===== src/rtl/decoder_driver.sv =====
// decoder_driver
//   Accepts a burst request (start address, length, increment mode) through a
//   valid/ready handshake and drives a 2-bit decoder address with a one-cycle
//   enable per beat. A one-cycle done pulse follows the last beat. When
//   GAP_CYCLES > 0, that done cycle is followed by GAP_CYCLES further idle
//   cycles before the next request can be accepted.
//
// Ports
//   clk        in   sole clock, rising edge
//   reset      in   synchronous active-high reset
//   req_valid  in   request present
//   req_ready  out  request can be accepted this cycle (IDLE and not in reset)
//   req_addr   in   [1:0] starting decoder address
//   req_len    in   [2:0] beats minus one
//   req_incr   in   1 = address +1 per beat (mod 4), 0 = fixed address
//   address0   out  decoder address bit 0 (registered)
//   address1   out  decoder address bit 1 (registered)
//   enable     out  decoder enable, one cycle per beat (registered)
//   busy       out  state is not IDLE
//   done       out  one-cycle pulse after the last beat (registered)
module decoder_driver #(
  parameter int unsigned GAP_CYCLES = 1
) (
  input  logic       clk,
  input  logic       reset,
  input  logic       req_valid,
  output logic       req_ready,
  input  logic [1:0] req_addr,
  input  logic [2:0] req_len,
  input  logic       req_incr,
  output logic       address0,
  output logic       address1,
  output logic       enable,
  output logic       busy,
  output logic       done
);

  typedef enum logic [1:0] {
    IDLE  = 2'd0,
    BURST = 2'd1,
    GAP   = 2'd2
  } state_t;

  state_t     state;
  state_t     state_next;
  logic [2:0] counter;
  logic [2:0] gap_cnt;
  logic [1:0] addr;
  logic       incr_q;
  logic       handshake;

  assign handshake = req_valid && req_ready;
  assign address0  = addr[0];
  assign address1  = addr[1];

  // State register
  always_ff @(posedge clk) begin
    if (reset) state <= IDLE;
    else       state <= state_next;
  end

  // Next-state logic
  always_comb begin
    state_next = state;
    case (state)
      IDLE:    if (handshake) state_next = BURST;
      BURST:   if (counter == '0) state_next = (GAP_CYCLES > 0) ? GAP : IDLE;
      GAP:     if (gap_cnt == '0) state_next = IDLE;
      default: state_next = IDLE;
    endcase
  end

  // Unregistered status outputs; both depend only on the state register
  // (and on reset for req_ready), never on request inputs.
  always_comb begin
    req_ready = (state == IDLE) && !reset;
    busy      = (state != IDLE);
  end

  // Beat counter, address and registered decoder outputs.
  // The GAP counter is loaded with GAP_CYCLES on entry, so the GAP state spans
  // the done cycle plus GAP_CYCLES further cycles.
  always_ff @(posedge clk) begin
    if (reset) begin
      counter <= '0;
      gap_cnt <= '0;
      addr    <= '0;
      incr_q  <= 1'b0;
      enable  <= 1'b0;
      done    <= 1'b0;
    end else begin
      enable <= (state_next == BURST);
      done   <= (state == BURST) && (counter == '0);
      case (state)
        IDLE: begin
          if (handshake) begin
            addr    <= req_addr;
            counter <= req_len;
            incr_q  <= req_incr;
          end
        end
        BURST: begin
          if (counter != '0) begin
            counter <= counter - 3'd1;
            if (incr_q) addr <= addr + 2'd1;
          end else begin
            gap_cnt <= 3'(GAP_CYCLES);
          end
        end
        GAP: begin
          if (gap_cnt != '0) gap_cnt <= gap_cnt - 3'd1;
        end
        default: ;
      endcase
    end
  end

endmodule


===== config.mk =====
export PLATFORM = sky130hd
export DESIGN_NAME = decoder_driver
export DESIGN_NICKNAME = d
export VERILOG_FILES = /design/src/rtl/decoder_driver.sv
export SDC_FILE = /design/constraint.sdc
export NUM_CORES = 1
export LEC_CHECK = 0
export BUFFER_PORTS_ARGS = -buffer_cell sky130_fd_sc_hd__buf_2
export CAP_MARGIN = 20
export CORE_MARGIN = 5
export CORE_UTILIZATION = 40
export DETAILED_ROUTE_END_ITERATION = 16
export GPL_ROUTABILITY_DRIVEN = 0
export HOLD_SLACK_MARGIN = 0.06
export PLACE_DENSITY = 0.74
export SLEW_MARGIN = 40
export SYNTH_ARGS = -nofsm -noshare
export SYNTH_HDL_FRONTEND = slang
export SYNTH_SLANG_ARGS = --single-unit

===== constraint.sdc =====
create_clock -name clk -period 1.8 [get_ports clk]
set_clock_uncertainty 0.2 [all_clocks]
set_input_delay 0.36 -clock clk [delete_from_list [all_inputs] [get_ports clk]]
set_output_delay 0.36 -clock clk [all_outputs]
set_load 0.02 [all_outputs]

After elaboration in Yosys (flattened, before gate mapping)
Index checks and enable logic that the tools add are counted.
{"block": "classes", "div_mod_pow": 0, "n_bitwise": 0, "order_cmp": 0, "eq_ne": 8, "mux": 14, "n_mul": 0, "n_reduce_logical": 16, "add_sub_neg": 3, "shifts": 0}
{"cell": "$mux 2", "n": 6}
{"cell": "$mux 3", "n": 4}
{"cell": "$pmux 3 s2", "n": 2}
{"cell": "$ne 2x2->1 const B", "n": 4}
{"cell": "$logic_not 3->1", "n": 2}
{"cell": "$pmux 2 s3", "n": 1}
{"cell": "$reduce_and 3->1", "n": 2}
{"cell": "$reduce_bool 2->1", "n": 3}
{"cell": "$reduce_bool 3->1", "n": 2}
{"cell": "$sub 3x1->3 const B", "n": 2}
{"cell": "$eq 2x1->1 const B", "n": 2}
{"cell": "$pmux 2 s2", "n": 1}
{"cell": "$reduce_and 4->1", "n": 1}
{"cell": "$logic_and 1x1->1", "n": 3}
{"cell": "$add 2x1->2 const B", "n": 1}
{"cell": "$eq 2x2->1 const B", "n": 1}
{"cell": "$logic_not 2->1", "n": 1}
{"cell": "$ne 2x1->1 const B", "n": 1}
{"cell": "$reduce_and 2->1", "n": 1}
{"cell": "$logic_not 1->1", "n": 1}
{"block": "totals", "inputBits": 9, "output_inout_bits": 6, "n_memories": 0, "ram_bits": 0, "latchBits": 0, "rom_bits": 0, "elab_cells": 48, "regBits": 13}

Logic depth before layout (Yosys ltp)
{"block": "depth", "depth_word": 6, "mapped_depth": 7, "ltp_nobuf": 6}

Least setup slack after synthesis
Ideal clock, no wire load.
{"block": "synth_path", "path_type": "reg-to-output", "startpoint": "register state[1]", "endpoint": "output port req_ready", "t_required_ps": 1240, "arrival_ps": 1201, "n_path_buf": 0, "setup_slack_ps": 39, "path_stages_with_launch": 5, "path_cell_list": "dfxtp_1 > inv_1 > ha_1 > inv_1 > nor2_1"}
{"block": "synth_via", "elab_chain_cells": 2}
{"element": "from (decl)", "line": "44", "source": "state_t state;"}
{"element": "from (signal assigned)", "line": "59", "source": "else state <= state_next;"}
{"element": "$logic_not 2->1", "line": "76", "source": "req_ready = (state == IDLE) && !reset;"}
{"element": "$logic_and 1x1->1", "line": "76"}
{"element": "to (decl)", "line": "27", "source": "output logic req_ready,"}
No other way between the ends.

Final worst setup path
{"block": "layout_path", "startpoint": "register state[1]", "endpoint": "register addr[0]"}
{"block": "layout_via", "elab_chain_cells": 5, "elab_cells_between_ends": 10, "cone_classes": "4 x eq/ne; 1 x mux; 5 x reduce/logical"}
{"element": "$logic_not 2->1", "line": "76, 94"}
{"element": "$logic_and 1x1->1", "line": "76"}
{"element": "$logic_and 1x1->1", "line": "52", "source": "assign handshake = req_valid && req_ready;"}
{"element": "$ne 2x2->1 (no line)"}
{"element": "$reduce_and 4->1 (no line)"}
{"element": "to (signal assigned)", "line": "97", "source": "addr <= req_addr;"}
{"element": "to (signal assigned)", "line": "105", "source": "if (incr_q) addr <= addr + 2'd1;"}
{"element": "to (decl)", "line": "48", "source": "logic [1:0] addr;"}
Parallel ways exist; a longest one is shown, timed or not.
A chain may end at the register's enable or synchronous reset.

==> results_dict.tcl <==
set metrics [dict create \
    status "finished, final reports clean" \
    synth_area_um2 792 \
    ir_drop_uv 957 \
    relSlewSlack_pct 81.8 \
    hold_path_depth 3 \
    clock_latency_ps 280 \
    cp.required_ps 1770 \
    path_class "flip-flop to flip-flop" \
    fmax_mhz 562 \
    register_area_um2 268 \
    fin_nets 144 \
    antenna_left 0 \
    initial_core_util_pct 41.2 \
    antenna_found_initial 0 \
    clock_sinks 13 \
    synth_area_per_cell_um2 8.17 \
    power_leakage_uw 0.000462 \
    slowest_stage "dfxtp_2" \
    cts_tree "built" \
    multi_input_area_um2 524 \
    remaining_drc_errors 0 \
    synth_ff_type "dfxtp_1" \
    mostFrequentLayoutCells "buf_4, buf_2, dfxtp_1, nor2_1, nand2_1" \
    cp_top_family "compound AO/OA/AOI/OAI gates" \
    finalMaxSlewViolations 0 \
    synth-seq-cells 13 \
    synth_cell_types 32 \
    worstPathCellList "inv_4, ha_4, and3b_2, a211oi_4, o21ai_1, a32o_1" \
    r2r_setup_slack_ps 20 \
    cp-start-kind "flip-flop" \
    drive_above_1_share_pct 39.7 \
    overflow 0 \
    cts_hold_buffers 0 \
    synth_warnings 0 \
    grt_pass1_vias 797 \
    first_iter_violations 13 \
    p_per_area_nw_per_um2 1770 \
    routed-via-count 799 \
    htreeDepth 1 \
    die_area_um2 2970 \
    boundaryPins 15 \
    path_max_fanout 5 \
    min-delay-start "req_incr" \
    final_area_um2 1070 \
    arrival_ps 1750 \
    synth_enable_flop_cells 0 \
    cap_violations 0 \
    hold_viol 0 \
    die_h_um 54.5 \
    root_buffer "clkbuf_4" \
    pre_cts_ws_ps -6.52 \
    wl_um 2010 \
    firstDrtPassIters 4 \
    syn-num-nets 114 \
    end_kind "flip-flop" \
    hp-class "input pin to flip-flop" \
    placed_area_um2 937 \
    coreArea_um2 1920 \
    ff2ff_path_depth 6 \
    r2r-end "addr[0]$_SDFFE_PP0P_" \
    wire_per_inst_um 13.1 \
    tightest_slew_ps 272 \
    worst-path-buf-inv 1 \
    die_w_um 54.5 \
    syn_inst 97 \
    hpwl_um 1400 \
    grt_usage_pct 14.5 \
    fillCellCount 188 \
    max_stage_delay_ps 370 \
    placementRows 16 \
    cts.reportedPaths.clkPinSlew_ps 90 \
    min_period_ps 1780 \
    grt_max_degree 13 \
    r2r_start "state[1]$_SDFF_PP0_" \
    whs_endpoint "incr_q$_SDFFE_PP0P_" \
    yosysSeqAreaShare_pct 32.9 \
    via_per_inst 5.22 \
    portBuffers 14 \
    final-setup-viol-count 0 \
    async_reset_ff_share_pct 0 \
    n_antenna_cell 0 \
    period_share_pct 98.8 \
    final_common_cell "buf_4" \
    cts_made_buffers 3 \
    grt_pass1_wl_um 3090 \
    cts.path.max_buffers 2 \
    finalWorstSetupSlack_ps 21.1 \
    area_delta_synth_final_pct 35.1 \
    rsz0062_at_grt "false" \
]
==> worst reg2reg max path, cell delays in order (launching register included) <==
cell      delay (ps)
dfxtp_2          370
inv_4             50
ha_4             170
and3b_2          230
a211oi_4         240
o21ai_1          130
a32o_1           270
==> registers in the layout, indices dropped and copies added (netlist names) <==
name	cells
addr	2
done	1
state	2
gap_cnt	3
enable	1
incr_q	1
counter	3
==> cells by family (layout without fill, tap and decap cells) <==
kind of cell,Yosys count,in the layout,synth area share (%)
adder cells (fa/ha/maj),8,8,12.6
AND/OR/NAND/NOR,33,33,20.7
flip-flops,13,13,32.9
buffers and inverters,13,42,6.64
AO/OA/AOI/OAI,30,30,27.2
==> layout make-up <==
type / count / share of cell area [%]
multi-input combinational: 71 / 49.0
timing repair buffer: 27 / 15.9
sequential: 13 / 25.0
inverter: 11 / 4.44
tap: 27 / 3.16
clock buffer: 4 / 2.46
==> stage by stage <==
| stage | std cells | TNS (ps) | hold WS, ps | util, % | power [µW] |
|---|---|---|---|---|---|
| final | 153 | 0 | 131 | 55.7 | 1900 |
| after global routing | 153 | 0 | 127 | 55.7 | 2040 |
| after floorplan | 97 | 0 | 250 | - | 1130 |
| after CTS | 148 | -39.1 | 123 | 51.5 | 1710 |
| after global placement | 143 | 0 | 264 | 48.8 | 1410 |
| after detailed placement | 143 | -6.52 | 280 | 48.8 | 1450 |
==> routing by layer <==
metal,track usage [%],vias up,part of all wire [%]
li1,-,397,-
met1,14.5,379,40
met2,27.5,18,53
met3,3.54,5,4.8
met4,6.64,0,1.3
met5,0,-,0
==> repair_timing <==
action / CTS / global route
setup buffers: 1 / 5
pin swaps: 1 / 8
setup endpoints to repair: 5 / 9
hold endpoints to repair: 0 / 0
resized for setup: 7 / 16
==> how the worst max path moves through the flow <==
stage                        start                       to  slack [ps]  cells after the start
2_1_floorplan  state[1]$_SDFF_PP0_                req_ready          40                      4
4_1_cts        state[1]$_SDFF_PP0_  counter[0]$_SDFFE_PP0P_         -20                      6
3_3_place_gp   state[0]$_SDFF_PP0_  counter[0]$_SDFFE_PP0P_          30                      6
6_report       state[1]$_SDFF_PP0_     addr[0]$_SDFFE_PP0P_          20                      6
5_1_grt        state[1]$_SDFF_PP0_     addr[0]$_SDFFE_PP0P_         0.8                      6
3_5_place_dp   state[0]$_SDFF_PP0_  gap_cnt[2]$_SDFFE_PP0P_          -7                      5
==> where the power goes <==
group | internal (µW) | switching (µW) | total (µW)
clock | 86.0 | 102 | 188
sequential | 397 | 78.6 | 476
combinational | 594 | 640 | 1230
==> synth_stat cells, types with 2 or more instances <==
cell type,count,share of area (%)
o21ai_0,6,3.8
o21a_1,2,1.9
dfxtp_1,13,33
o21ai_1,2,1.3
nand2_1,8,3.8
nor2b_1,4,3.2
ha_1,8,13
inv_1,10,4.7
and2_1,2,1.6
a21oi_1,7,4.4
nor2_1,8,3.8
nor3_1,5,3.2
a211oi_1,2,1.9
a32o_1,2,2.5
Note: power is estimated with default switching activity, not from simulation.
